<file path="config.mk">
export PLATFORM = sky130hd
export DESIGN_NAME = apb_master_module
export DESIGN_NICKNAME = d
export VERILOG_FILES = /design/src/rtl/apb_pkg.sv /design/src/rtl/apb_timeout_counter.sv /design/src/rtl/apb_master_module.sv
export SDC_FILE = /design/constraint.sdc
export NUM_CORES = 1
export LEC_CHECK = 0
export CORE_MARGIN = 4
export CORE_UTILIZATION = 45
export CTS_BUF_LIST = sky130_fd_sc_hd__clkbuf_8 sky130_fd_sc_hd__clkbuf_16
export CTS_CLUSTER_DIAMETER = 150
export DETAILED_ROUTE_END_ITERATION = 10
export GPL_TIMING_DRIVEN = 1
export PLACE_DENSITY = 0.76
export SLEW_MARGIN = 20
export SYNTH_ARGS = -nofsm -noshare
export SYNTH_HDL_FRONTEND = slang
export SYNTH_HIERARCHICAL = 1
export SYNTH_SLANG_ARGS = --single-unit
</file>
<file path="constraint.sdc">
create_clock -name pclk -period 3.7 [get_ports pclk]
set_input_delay 0.37 -clock pclk [delete_from_list [all_inputs] [get_ports pclk]]
set_output_delay 0.37 -clock pclk [all_outputs]
set_load 0.02 [all_outputs]
</file>
<file path="src/rtl/apb_pkg.sv">
`default_nettype none
// ============================================================================
//  Module      : apb_pkg
//  Description : Shared types and widths for the APB master slice.
//                apb_state_t : transfer phase (IDLE, SETUP, ACCESS)
//                APB_ADDR_W  : APB address width
//                APB_DATA_W  : APB data width
//                APB_CNT_W   : wait-state counter width
//  Revision    : 1.0  initial release
// ============================================================================
package apb_pkg;

    localparam int APB_ADDR_W = 3;
    localparam int APB_DATA_W = 8;
    localparam int APB_CNT_W  = 8;

    // The fourth encoding (2'b11) is unreachable and recovers to IDLE.
    typedef enum logic [1:0] {
        IDLE   = 2'b00,
        SETUP  = 2'b01,
        ACCESS = 2'b10
    } apb_state_t;

endpackage : apb_pkg
`default_nettype wire

</file>
<file path="src/rtl/apb_timeout_counter.sv">
`default_nettype none
// ============================================================================
//  Module      : apb_timeout_counter
//  Description : Wait-state counter for the APB ACCESS phase.
//                pclk     : clock
//                preset_n : async active-low reset
//                clear    : zero the count (takes priority over enable)
//                enable   : count one wait cycle
//                limit    : wait cycles allowed before abort
//                expired  : the cycle being counted now reaches the limit
//  Revision    : 1.0  initial release
// ============================================================================
module apb_timeout_counter
    import apb_pkg::*;
(
    input  logic                 pclk,
    input  logic                 preset_n,
    input  logic                 clear,
    input  logic                 enable,
    input  logic [APB_CNT_W-1:0] limit,
    output logic                 expired
);

    logic [APB_CNT_W-1:0] r_count;
    logic [APB_CNT_W:0]   w_count_inc;

    // One bit wider so the comparison cannot wrap at a limit of 255.
    assign w_count_inc = {1'b0, r_count} + {{APB_CNT_W{1'b0}}, 1'b1};

    // Flags the wait cycle that makes the count hit the limit, so the
    // master leaves ACCESS after exactly 'limit' wait cycles.
    assign expired = enable && (w_count_inc >= {1'b0, limit});

    always_ff @(posedge pclk or negedge preset_n) begin
        if (!preset_n) begin
            r_count <= '0;
        end else if (clear) begin
            r_count <= '0;
        end else if (enable) begin
            r_count <= w_count_inc[APB_CNT_W-1:0];
        end
    end

endmodule : apb_timeout_counter
`default_nettype wire

</file>
<file path="src/rtl/apb_master_module.sv">
`default_nettype none
// ============================================================================
//  Module      : apb_master_module
//  Description : Single-outstanding APB master with wait-state timeout.
//                Local side : cmd_valid/cmd_ready/cmd_write/cmd_addr/cmd_wdata
//                             rsp_valid/rsp_rdata/rsp_err/rsp_timeout
//                APB side   : psel_x/penable/pwrite/paddr/pwdata
//                             prdata/pready/pslverr
//                Parameter  : TIMEOUT_CYCLES (1..255) wait cycles before abort
//  Revision    : 1.0  initial release
// ============================================================================
module apb_master_module
    import apb_pkg::*;
#(
    parameter int TIMEOUT_CYCLES = 15
)
(
    input  logic                  pclk,
    input  logic                  preset_n,
    input  logic                  cmd_valid,
    output logic                  cmd_ready,
    input  logic                  cmd_write,
    input  logic [APB_ADDR_W-1:0] cmd_addr,
    input  logic [APB_DATA_W-1:0] cmd_wdata,
    output logic                  rsp_valid,
    output logic [APB_DATA_W-1:0] rsp_rdata,
    output logic                  rsp_err,
    output logic                  rsp_timeout,
    output logic                  psel_x,
    output logic                  penable,
    output logic                  pwrite,
    output logic [APB_ADDR_W-1:0] paddr,
    output logic [APB_DATA_W-1:0] pwdata,
    input  logic [APB_DATA_W-1:0] prdata,
    input  logic                  pready,
    input  logic                  pslverr
);

    localparam logic [APB_CNT_W-1:0] c_limit = TIMEOUT_CYCLES[APB_CNT_W-1:0];

    apb_state_t            r_state;
    apb_state_t            w_state_next;

    logic                  r_write;
    logic [APB_ADDR_W-1:0] r_addr;
    logic [APB_DATA_W-1:0] r_wdata;

    logic                  r_rsp_valid;
    logic [APB_DATA_W-1:0] r_rsp_rdata;
    logic                  r_rsp_err;
    logic                  r_rsp_timeout;

    logic                  w_accept;
    logic                  w_done_ok;
    logic                  w_done_to;
    logic                  w_wait;
    logic                  w_expired;

    // ------------------------------------------------------------------
    // State register
    // ------------------------------------------------------------------
    always_ff @(posedge pclk or negedge preset_n) begin
        if (!preset_n) begin
            r_state <= IDLE;
        end else begin
            r_state <= w_state_next;
        end
    end

    // ------------------------------------------------------------------
    // Next state and phase outputs (decoded from state only, so reset
    // drops psel_x/penable in the same instant)
    // ------------------------------------------------------------------
    always_comb begin
        w_state_next = r_state;
        w_accept     = 1'b0;
        w_done_ok    = 1'b0;
        w_done_to    = 1'b0;
        cmd_ready    = 1'b0;
        psel_x       = 1'b0;
        penable      = 1'b0;
        unique case (r_state)
            IDLE: begin
                cmd_ready = 1'b1;
                if (cmd_valid) begin
                    w_accept     = 1'b1;
                    w_state_next = SETUP;
                end
            end
            SETUP: begin
                psel_x       = 1'b1;
                w_state_next = ACCESS;
            end
            ACCESS: begin
                psel_x  = 1'b1;
                penable = 1'b1;
                // pready is tested first so a completion in the limit
                // cycle is reported as a normal response.
                if (pready) begin
                    w_done_ok    = 1'b1;
                    w_state_next = IDLE;
                end else if (w_expired) begin
                    w_done_to    = 1'b1;
                    w_state_next = IDLE;
                end
            end
            default: begin
                w_state_next = IDLE;
            end
        endcase
    end

    // ------------------------------------------------------------------
    // Wait-state counter: zeroed as SETUP is entered, counts stalled
    // ACCESS cycles.
    // ------------------------------------------------------------------
    assign w_wait = (r_state == ACCESS) && !pready;

    apb_timeout_counter u_timeout_counter (
        .pclk     (pclk),
        .preset_n (preset_n),
        .clear    (w_accept),
        .enable   (w_wait),
        .limit    (c_limit),
        .expired  (w_expired)
    );

    // ------------------------------------------------------------------
    // Command holding registers; only loaded on accept so the APB
    // address/data stay frozen through SETUP/ACCESS and after.
    // ------------------------------------------------------------------
    always_ff @(posedge pclk or negedge preset_n) begin
        if (!preset_n) begin
            r_write <= 1'b0;
            r_addr  <= '0;
            r_wdata <= '0;
        end else if (w_accept) begin
            r_write <= cmd_write;
            r_addr  <= cmd_addr;
            // Reads drive zero on pwdata.
            r_wdata <= cmd_write ? cmd_wdata : '0;
        end
    end

    assign pwrite = r_write;
    assign paddr  = r_addr;
    assign pwdata = r_wdata;

    // ------------------------------------------------------------------
    // Response registers: one-cycle valid pulse, payload held between.
    // ------------------------------------------------------------------
    always_ff @(posedge pclk or negedge preset_n) begin
        if (!preset_n) begin
            r_rsp_valid   <= 1'b0;
            r_rsp_rdata   <= '0;
            r_rsp_err     <= 1'b0;
            r_rsp_timeout <= 1'b0;
        end else begin
            r_rsp_valid <= w_done_ok || w_done_to;
            if (w_done_ok) begin
                r_rsp_rdata   <= r_write ? '0 : prdata;
                r_rsp_err     <= pslverr;
                r_rsp_timeout <= 1'b0;
            end else if (w_done_to) begin
                r_rsp_rdata   <= '0;
                r_rsp_err     <= 1'b1;
                r_rsp_timeout <= 1'b1;
            end
        end
    end

    assign rsp_valid   = r_rsp_valid;
    assign rsp_rdata   = r_rsp_rdata;
    assign rsp_err     = r_rsp_err;
    assign rsp_timeout = r_rsp_timeout;

endmodule : apb_master_module
`default_nettype wire

</file>
After elaboration in Yosys (flattened, before gate mapping)

Index checks and enable logic that the tools add are counted.

Add/sub/neg operators: 1
Order comparisons: 1
Eq/ne operators: 4
Muxes and demuxes: 23
Reductions and logical operators: 9

Operators by type and width:

| kind                                                                                 | count |
|---|---|
| 8-bit 2-to-1 mux                                                                     | 6 |
| 1-bit 2-to-1 mux                                                                     | 13 |
| 8-bit by 1-bit adder with 9-bit output (second input constant)                       | 1 |
| 9-bit by 4-bit greater-or-equal comparator with 1-bit output (second input constant) | 1 |
| 2-bit 2-to-1 mux                                                                     | 3 |
| 2-bit one-hot mux with 3 select lines                                                | 1 |
| 2-bit nonzero test                                                                   | 2 |
| 3-bit by 2-bit inequality test with 1-bit output (second input constant)             | 1 |
| 2-bit by 1-bit equality test with 1-bit output (second input constant)               | 1 |
| 2-bit equality test (second input constant)                                          | 1 |
| 1-bit logical AND                                                                    | 2 |
| 2-bit logical NOT                                                                    | 1 |
| 2-bit inequality test (second input constant)                                        | 1 |
| 2-bit AND reduction                                                                  | 1 |
| 2-bit OR reduction                                                                   | 1 |
| 1-bit logical NOT                                                                    | 1 |
| 1-bit logical OR                                                                     | 1 |

Register bits: 33
Input bits: 25
Output and inout port bits: 26
Logic and storage cells: 47

Logic depth before layout (Yosys ltp)

Gate-level depths: netlist of the first run.

Word-level depth: 8
Mapped depth: 14
Gate-level depth less buffers: 13

Cells and area by module

Netlist of the first run, hierarchy kept.

By module, submodules not included:

| module              | times used | cells an instance | area each (um^2) | seq. area each (um^2) |
|---|---|---|---|---|
| apb_master_module   | 1          | 90                | 1037.2           | 625.6 |
| apb_timeout_counter | 1          | 77                | 665.6            | 200.2 |

Least setup slack after synthesis of the first run

OpenSTA, ideal clock, no wires.

Path kind: register to register
From: register u_timeout_counter.r_count[0]
To: register r_rsp_rdata[0] (netlist: rsp_rdata[0])
Library setup time: 0.121 ns
Arrival: 2.571 ns
Data required time: 3.579 ns
Setup slack: 1.008 ns
Cell stages (with the launch flop): 14
Buffers on the path: 1
Clock period less this slack: 2.692 ns
Path through: dfrtp_1 ha_1 and3_2 and3_2 xor2_1 ha_1 nand2_1 o21ai_0 a21oi_1 o22ai_1 nand2_1 o21a_1 buf_6 a22o_1

Word-level cells in the longest chain between the ends: 7

RTL lines:

| what                                                         | line                      | RTL |
|---|---|---|
| from (decl)                                                  | apb_timeout_counter.sv:24 | `logic [APB_CNT_W-1:0] r_count;` |
| from (signal assigned)                                       | apb_timeout_counter.sv:40 | `r_count <= w_count_inc[APB_CNT_W-1:0];` |
| 8-bit by 1-bit adder with 9-bit output                       | apb_timeout_counter.sv:28 | `assign w_count_inc = {1'b0, r_count} + {{APB_CNT_W{1'b0}}, 1'b1};` |
| 9-bit by 4-bit greater-or-equal comparator with 1-bit output | apb_timeout_counter.sv:32 | `assign expired = enable && (w_count_inc >= {1'b0, limit});` |
| 1-bit logical AND                                            | apb_timeout_counter.sv:32 |  |
| net w_expired                                                | apb_master_module.sv:57   | `logic w_expired;` |
| 1-bit 2-to-1 mux                                             | apb_master_module.sv:102  | `end else if (w_expired) begin` |
| 1-bit 2-to-1 mux                                             | apb_master_module.sv:99   | `if (pready) begin` |
| 1-bit 2-to-1 mux                                             | apb_master_module.sv:82   | `unique case (r_state)` |
| 2-bit nonzero test (no source line)                          | --                        |  |
| to (signal assigned)                                         | apb_master_module.sv:161  | `r_rsp_rdata <= r_write ? '0 : prdata;` |
| to (decl)                                                    | apb_master_module.sv:49   | `logic [APB_DATA_W-1:0] r_rsp_rdata;` |

The timed path passes the listed nets, and every way through them passes these cells.
A chain may end at the register's enable or synchronous reset.

Worst setup path after layout of the first run

From: register u_timeout_counter.r_count[0]
To: register r_rsp_rdata[3] (netlist: rsp_rdata[3])

The elaborated chain is that of the path after synthesis.

==> results.md, run 1 <==
- Most frequent cells in the layout: clkdlybuf4s50_1 (50), dfrtp_1 (33), nand2_1 (26)
- Fin. Hold Viols: 0
- Die W: 69.5 um
- Peak VDD IR: 0.507 mV
- Final Skew: 0.00664 ns
- CP arrival: 3.09 ns
- CP max FO: 9
- Post-CTS setup buffers: 0
- P per Cell Area: 708 nW/um2
- Setup violations, final: 0
- Switching Share: 35.4%
- Vias per cell: 4.72
- Dpl ws: 0.787 ns
- Fmax achieved: 0.343 GHz
- Crit Path Category: flip-flop to flip-flop
- CP cell instances: ha_1, and3_2, and3_2, xor2_1, ha_1, nand2_1, o21ai_0, a21oi_1, o22ai_1, nand2_1, o21a_1, a22o_1
- First-pass GRT wire length: 5.65 mm
- Largest net degree at the start of global routing: 34
- Core box area: 3660 um2
- Top cell family by delay on the critical path: compound AO/OA/AOI/OAI gates
- Share of cells above drive strength 1: 9.25%
- Fraction of registers with async set/reset: 100%
- IO Pins: 51
- Final min period: 2.92 ns
- #FFs+latches synth: 33
- Die H: 69.5 um
- Per-cell routed wire length: 12.3 um
- Number of global-route vias before repair: 1253
- Setup TNS: 0 ns
- Combinational power share: 45.3%
- Grt total ovfl: 0
- Final worst slack: 0.784 ns
- CTS sink cnt: 33
- Initial antenna violation count: 0
- Critical path data required time: 3.87 ns
- Clk Latency, worst-skew pair: 0.28 ns
- Initial Utilization: 46.5%
- Worst Setup End Kind: flip-flop
- Final period util: 78.8%
- Warnings, synthesis: 6
- Internal power: 1.08 mW
- Sequential cell area fraction in the yosys report: 48.5%
- Commonest non-fill, non-tap cell in the layout: clkdlybuf4s50_1
- Clock share of power: 20.6%
- Final net count: 264
- Final-layout fill cell count: 284
- Site row count: 22
- Max stage delay on crit path: 0.43 ns
- Antenna Cells: 0
- Post-synthesis cell count: 167
- H-tree levels: 2
- Synth cell types: 33
- CP max stage cell: dfrtp_1
- Status: complete, no violations
- First drt pass iteration count: 4
- Worst Path Buf+Inv: 0
- Type of the tightest min-delay check: flip-flop to flip-flop
- Post-CTS Hold Fix Bufs: 0
- Final ANT Viol Nets: 0
- Area Growth Syn to Fin: 39.0%
- Syn_area_per_cell: 10.2 um2
- Final wirelength: 3.37 mm
- CTS root buf: clkbuf_8
- EDFF count, synth: 0
- Mapped cell area: 1700 um2
- CTS clk-pin slew, worst paths: 0.07 ns
- Vias post-DR: 1299
- Psw: 0.593 mW
- Die area: 4830 um2
- Port Buffers: 50
- GRT Total Usage: 14.8%
- Slew Limit Headroom: 56.9%
- Final GP Congestion: 0.823
- Post-detail-place hpwl: 2.46 mm
- RSZ-0062 raised after global routing: no
- Final slew viol count: 0
- Worst-case clock buffer depth: 2
- Seq pwr share: 34.1%
- Leak pwr: 1.13 nW
- Clock buffer count from CTS: 5
- Crit path launch type: flip-flop
- # Max-Cap Violations: 0
- CTS tree: built
- DRT iter0 DRCs: 68
- DRC: 0
- Worst slew pin tran: 0.645 ns
- PostCTS Resize Cnt: 0
- Main synth FF type: dfrtp_1
[power groups by stage]
stage	logic, mW	registers (mW)	clock network (mW)
6_report	0.759	0.571	0.345
5_1_grt	0.825	0.587	0.373
4_1_cts	0.766	0.573	0.355
3_5_place_dp	0.763	0.575	0
3_3_place_gp	0.757	0.576	0
2_1_floorplan	0.287	0.710	0
[per-layer routing]
metal	global-route usage, %	vias up	routed length (um)
met3	7.10	6	318
met1	19.8	586	1620
met5	0	-	0
li1	-	672	-
met4	6.51	0	54
met2	20.2	35	1380
[metrics by stage]
stage          util (%)  power [mW]  hold WS (ns)  instance area, um2  cells
2_1_floorplan         -       0.997        0.0744                1730    173
3_3_place_gp       61.5        1.33         0.461                2250    267
3_5_place_dp       61.5        1.34         0.469                2250    267
4_1_cts            64.7        1.69         0.484                2370    275
5_1_grt            64.7        1.79         0.507                2370    275
6_report           64.7        1.68         0.477                2370    275
[flip-flops by register name, indices dropped and copies added, names as in the netlist]
register,flops
pwrite,1
rsp_err,1
rsp_valid,1
r_state,2
paddr,3
rsp_rdata,8
rsp_timeout,1
u_timeout_counter/r_count,8
pwdata,8
[synthesized netlist by cell type, drive strengths merged (2+ instances only)]
cell type   n  area [um2]
xor2        9        78.8
a22o        8        70.1
o22ai       2        12.5
o21a        2        15.0
mux2        5        56.3
ha         13         163
a21oi       6        30.0
nand2      28         110
and3        3        21.3
nor2b       2        12.5
nor2       11        43.8
nand3       2        10.0
o21ai      11        55.1
inv        14        52.6
conb        2        7.51
clkbuf      3        21.3
dfrtp      33         826
xnor2       4        35.0
[final timing paths]
check | startpoint | endpoint | slack (ns) | depth (start not counted)
worst max-delay path | u_timeout_counter/r_count[0]$_DFFE_PN0P_ | rsp_rdata[3]$_DFFE_PN0P_ | 0.78 | 12
max in group asynchronous | preset_n | u_timeout_counter/r_count[2]$_DFFE_PN0P_ | 2.91 | 2
worst min register to register | pwdata[3]$_DFFE_PN0P_ | pwdata[3]$_DFFE_PN0P_ | 0.48 | 2
worst min-delay path | pwdata[3]$_DFFE_PN0P_ | pwdata[3]$_DFFE_PN0P_ | 0.48 | 2
min in group asynchronous | preset_n | pwdata[5]$_DFFE_PN0P_ | 0.49 | 2
worst max register to register | u_timeout_counter/r_count[0]$_DFFE_PN0P_ | rsp_rdata[3]$_DFFE_PN0P_ | 0.78 | 12
[layout make-up]
class	count	area, um2	share of cell area, %
clock inverters	2	33.8	1.43
multi-input cells	121	805	34.0
inverters	14	52.6	2.22
clock buffers	6	82.6	3.49
repair buffers	51	508	21.5
flip-flops and latches	33	826	34.9
well taps	48	60.1	2.54
[tightest hold or removal path, delay by kind of cell (launching register included)]
kind	cells	cell delay, ns
AOI/OAI and AO/OA	1	0.06
and+or+nand+nor	1	0.04
DFF	1	0.34
[cell families (layout without fill, tap and decap cells)]
family                   after synthesis  in the layout  synth area share, %
adder cells (fa/ha/maj)               13             13                 9.55
AO/OA/AOI/OAI                         31             31                 11.6
multiplexers                           6              6                 3.89
XOR/XNOR                              13             13                 6.69
flip-flops                            33             33                 48.5
buffers and inverters                 19             73                 5.58
other                                  2              8                0.441
AND/OR/NAND/NOR                       50             50                 13.7
Power figures use the tool's default switching activity.
==> inputs of run 2 (changes only) <==
--- a/config.mk
+++ b/config.mk
@@ -6,12 +6,12 @@
 export NUM_CORES = 1
 export LEC_CHECK = 0
 export CORE_MARGIN = 4
-export CORE_UTILIZATION = 45
+export CORE_UTILIZATION = 42
 export CTS_BUF_LIST = sky130_fd_sc_hd__clkbuf_8 sky130_fd_sc_hd__clkbuf_16
 export CTS_CLUSTER_DIAMETER = 150
 export DETAILED_ROUTE_END_ITERATION = 10
 export GPL_TIMING_DRIVEN = 1
-export PLACE_DENSITY = 0.76
+export PLACE_DENSITY = 0.74
 export SLEW_MARGIN = 20
 export SYNTH_ARGS = -nofsm -noshare
 export SYNTH_HDL_FRONTEND = slang
==> constraint.sdc (replaced) <==
create_clock -name pclk -period 2.3 [get_ports pclk]
set_input_delay 0.23 -clock pclk [delete_from_list [all_inputs] [get_ports pclk]]
set_output_delay 0.23 -clock pclk [all_outputs]
set_load 0.02 [all_outputs]
==> run 2 against run 1 <==
Against the previous run: the run now ends with negative setup slack left; power grew 67%; clock skew grew 0.0027 ns; worst hold slack lost 0.14 ns; wire length grew 14%; cell count grew 5.5%; largest power group unchanged.
==> results.md, run 2 (synthesis results as in run 1) <==
- DRC: 0 (unchanged)
- Type of the tightest min-delay check: primary input to asynchronous set/reset pin
- IO Pins: 51 (unchanged)
- Final Skew: 0.00933 ns (+0.00269 ns)
- Share of cells above drive strength 1: 21.1% (+12 points)
- Fmax achieved: 0.392 GHz (+14%)
- Initial Utilization: 44.8% (-1.7 points)
- Max stage delay on crit path: 0.37 ns (-0.06 ns)
- Clock buffer count from CTS: 5 (unchanged)
- Antenna Cells: 0 (unchanged)
- WHS: 0.341 ns (-0.136 ns)
- Die H: 71.7 um (+3.1%)
- Top cell family by delay on the critical path: simple AND/OR/NAND/NOR gates
- Port Buffers: 50 (unchanged)
- Post-detail-place hpwl: 2.69 mm (+9.3%)
- Critical path data required time: 2.47 ns (-1.40 ns)
- Final slew viol count: 0 (unchanged)
- Status: finished, violations left
- CTS sink cnt: 33 (unchanged)
- Setup violations, final: 12 (+12)
- CTS clk-pin slew, worst paths: 0.07 ns (about the same)
- Final worst slack: -0.249 ns (-1.03 ns)
- Final wirelength: 3.85 mm (+14%)
- CTS tree: built
- Final period util: 111% (+32 points)
- Worst-case clock buffer depth: 2 (unchanged)
- GRT Total Usage: 14.6% (-0.28 points)
- Vias post-DR: 1351 (+4.0%)
- Critical R2R Launch: u_timeout_counter/r_count[1]$_DFFE_PN0P_
- Peak VDD IR: 0.714 mV (+41%)
- Crit Path Category: flip-flop to flip-flop
- Final net count: 279 (+5.7%)
- CP arrival: 2.72 ns (-0.37 ns)
- # Max-Cap Violations: 0 (unchanged)
- Final GP Congestion: 0.760 (-7.7%)
- Site row count: 22 (unchanged)
- Initial antenna violation count: 0 (unchanged)
- CP max stage cell: dfrtp_1
- Die W: 71.7 um (+3.1%)
- Commonest non-fill, non-tap cell in the layout: clkdlybuf4s50_1
- Leak pwr: 1.21 nW (+7.1%)
- Setup TNS: -2.37 ns (-2.37 ns)
- Crit path top cell by count: a21oi_2
- Area Growth Syn to Fin: 50.0%
- Worst Reg2Reg Path Length in Cells: 12 (unchanged)
- Crit path launch type: flip-flop
- Clk Latency, worst-skew pair: 0.28 ns (about the same)
- Fin. Hold Viols: 0 (unchanged)
- Worst r2r dst: r_state[1]$_DFFE_PN0P_
- Most frequent cells in the layout: clkdlybuf4s50_1 (50), dfrtp_1 (33), nand2_1 (25)
- Die area: 5140 um2 (+6.3%)
- Worst Setup End Kind: flip-flop
- CP max FO: 3 (-6)
- RSZ-0062 raised after global routing: yes
- Crit. path cell count: 12 (unchanged)
- Final min period: 2.55 ns (-0.367 ns)
- CP Capture Point: r_state[1]$_DFFE_PN0P_
- Worst Setup SP: u_timeout_counter/r_count[1]$_DFFE_PN0P_
- CP cell instances: ha_2, and3_4, and3_4, xor2_2, ha_1, a21oi_2, o21ai_2, a21oi_2, o22ai_2, nor3b_2, a21oi_2, mux2_4
- CTS root buf: clkbuf_8
- DRT iter0 DRCs: 48 (-29%)
- Number of global-route vias before repair: 1294 (+3.3%)
- Reg2reg setup slack: -0.25 ns (-1.03 ns)
- H-tree levels: 2 (unchanged)
- First-pass GRT wire length: 5.81 mm (+2.8%)
- Per-cell routed wire length: 13.3 um (+8.2%)
- First drt pass iteration count: 4 (unchanged)
- Vias per cell: 4.66 (-1.4%)
- Core box area: 3800 um2 (+3.8%)
- Largest net degree at the start of global routing: 34 (unchanged)
- Failing checks: negative setup slack
- Final ANT Viol Nets: 0 (unchanged)
- Worst Path Buf+Inv: 0 (unchanged)
- Grt total ovfl: 0 (unchanged)
- Total power: 2.80 mW (+67%)
- P per Cell Area: 1100 nW/um2 (+55%)
[run 2: cell types whose count changed in the layout (fill, tap and decap cells not counted), sizes merged]
| cell | change |
|---|---|
| buf | +15 |
| clkinvlp | +1 |
| inv | -1 |
[run 2: power breakdown]
group | total (mW) | switching, mW | leakage, nW | internal [mW]
Combinational | 1.32 | 0.651 | 0.727 | 0.665
Clock | 0.567 | 0.215 | 0.0574 | 0.352
Sequential | 0.917 | 0.126 | 0.427 | 0.791
[run 2: worst min-delay path by stage]
stage / from / to / slack (ns) / cells after the start
2_1_floorplan: preset_n / paddr[0]$_DFFE_PN0P_ / -0.07 / 0
3_3_place_gp: pwdata[7]$_DFFE_PN0P_ / pwdata[7]$_DFFE_PN0P_ / 0.46 / 2
3_5_place_dp: pwdata[7]$_DFFE_PN0P_ / pwdata[7]$_DFFE_PN0P_ / 0.47 / 2
4_1_cts: preset_n / r_state[0]$_DFFE_PN0P_ / 0.35 / 2
5_1_grt: preset_n / r_state[0]$_DFFE_PN0P_ / 0.39 / 2
6_report: preset_n / r_state[0]$_DFFE_PN0P_ / 0.34 / 2
[run 2: metal layers]
metal  vias up  wire length [um]  GRT usage (%)
li1        691                 -              -
met1       613              1780           19.0
met2        40              1740           21.7
met3         7               272           5.61
met4         0                50           5.64
met5         -                 0              0
[run 2: through the flow]
stage	cell area [um2]	setup WS, ns	util (%)	instances
detailed placement	2360	-0.221	62.3	280
CTS	2490	-0.210	65.6	288
finish	2550	-0.249	67.3	290
global route	2550	-0.400	67.3	290
floorplan	1740	-0.171	-	173
global placement	2360	-0.157	62.3	280
[run 2: worst reg2reg max path, cell delays in order, from the launching register on]
cell     delay [ns]
dfrtp_1        0.37
ha_2           0.19
and3_4         0.18
and3_4         0.20
xor2_2         0.14
ha_1           0.27
a21oi_2        0.15
o21ai_2        0.07
a21oi_2        0.12
o22ai_2        0.11
nor3b_2        0.28
a21oi_2        0.07
mux2_4         0.30
[run 2: repair_timing]
action | CTS | global route
hold buffers | 0 | 0
setup endpoints to repair | 12 | 13
cloned | 0 | 0
buffers inserted | 0 | 2
gates resized for setup | 3 | 11
pin swaps | 0 | 6
[run 2: area by class of cell]
| cell class | instances | area, um2 |
|---|---|---|
| fill | 306 | 1240 |
| tap | 48 | 60.1 |
| inverter | 14 | 52.6 |
| sequential | 33 | 826 |
| timing repair buffer | 66 | 621 |
| clock inverter | 2 | 37.5 |
| clock buffer | 6 | 82.6 |
| multi-input combinational | 121 | 876 |
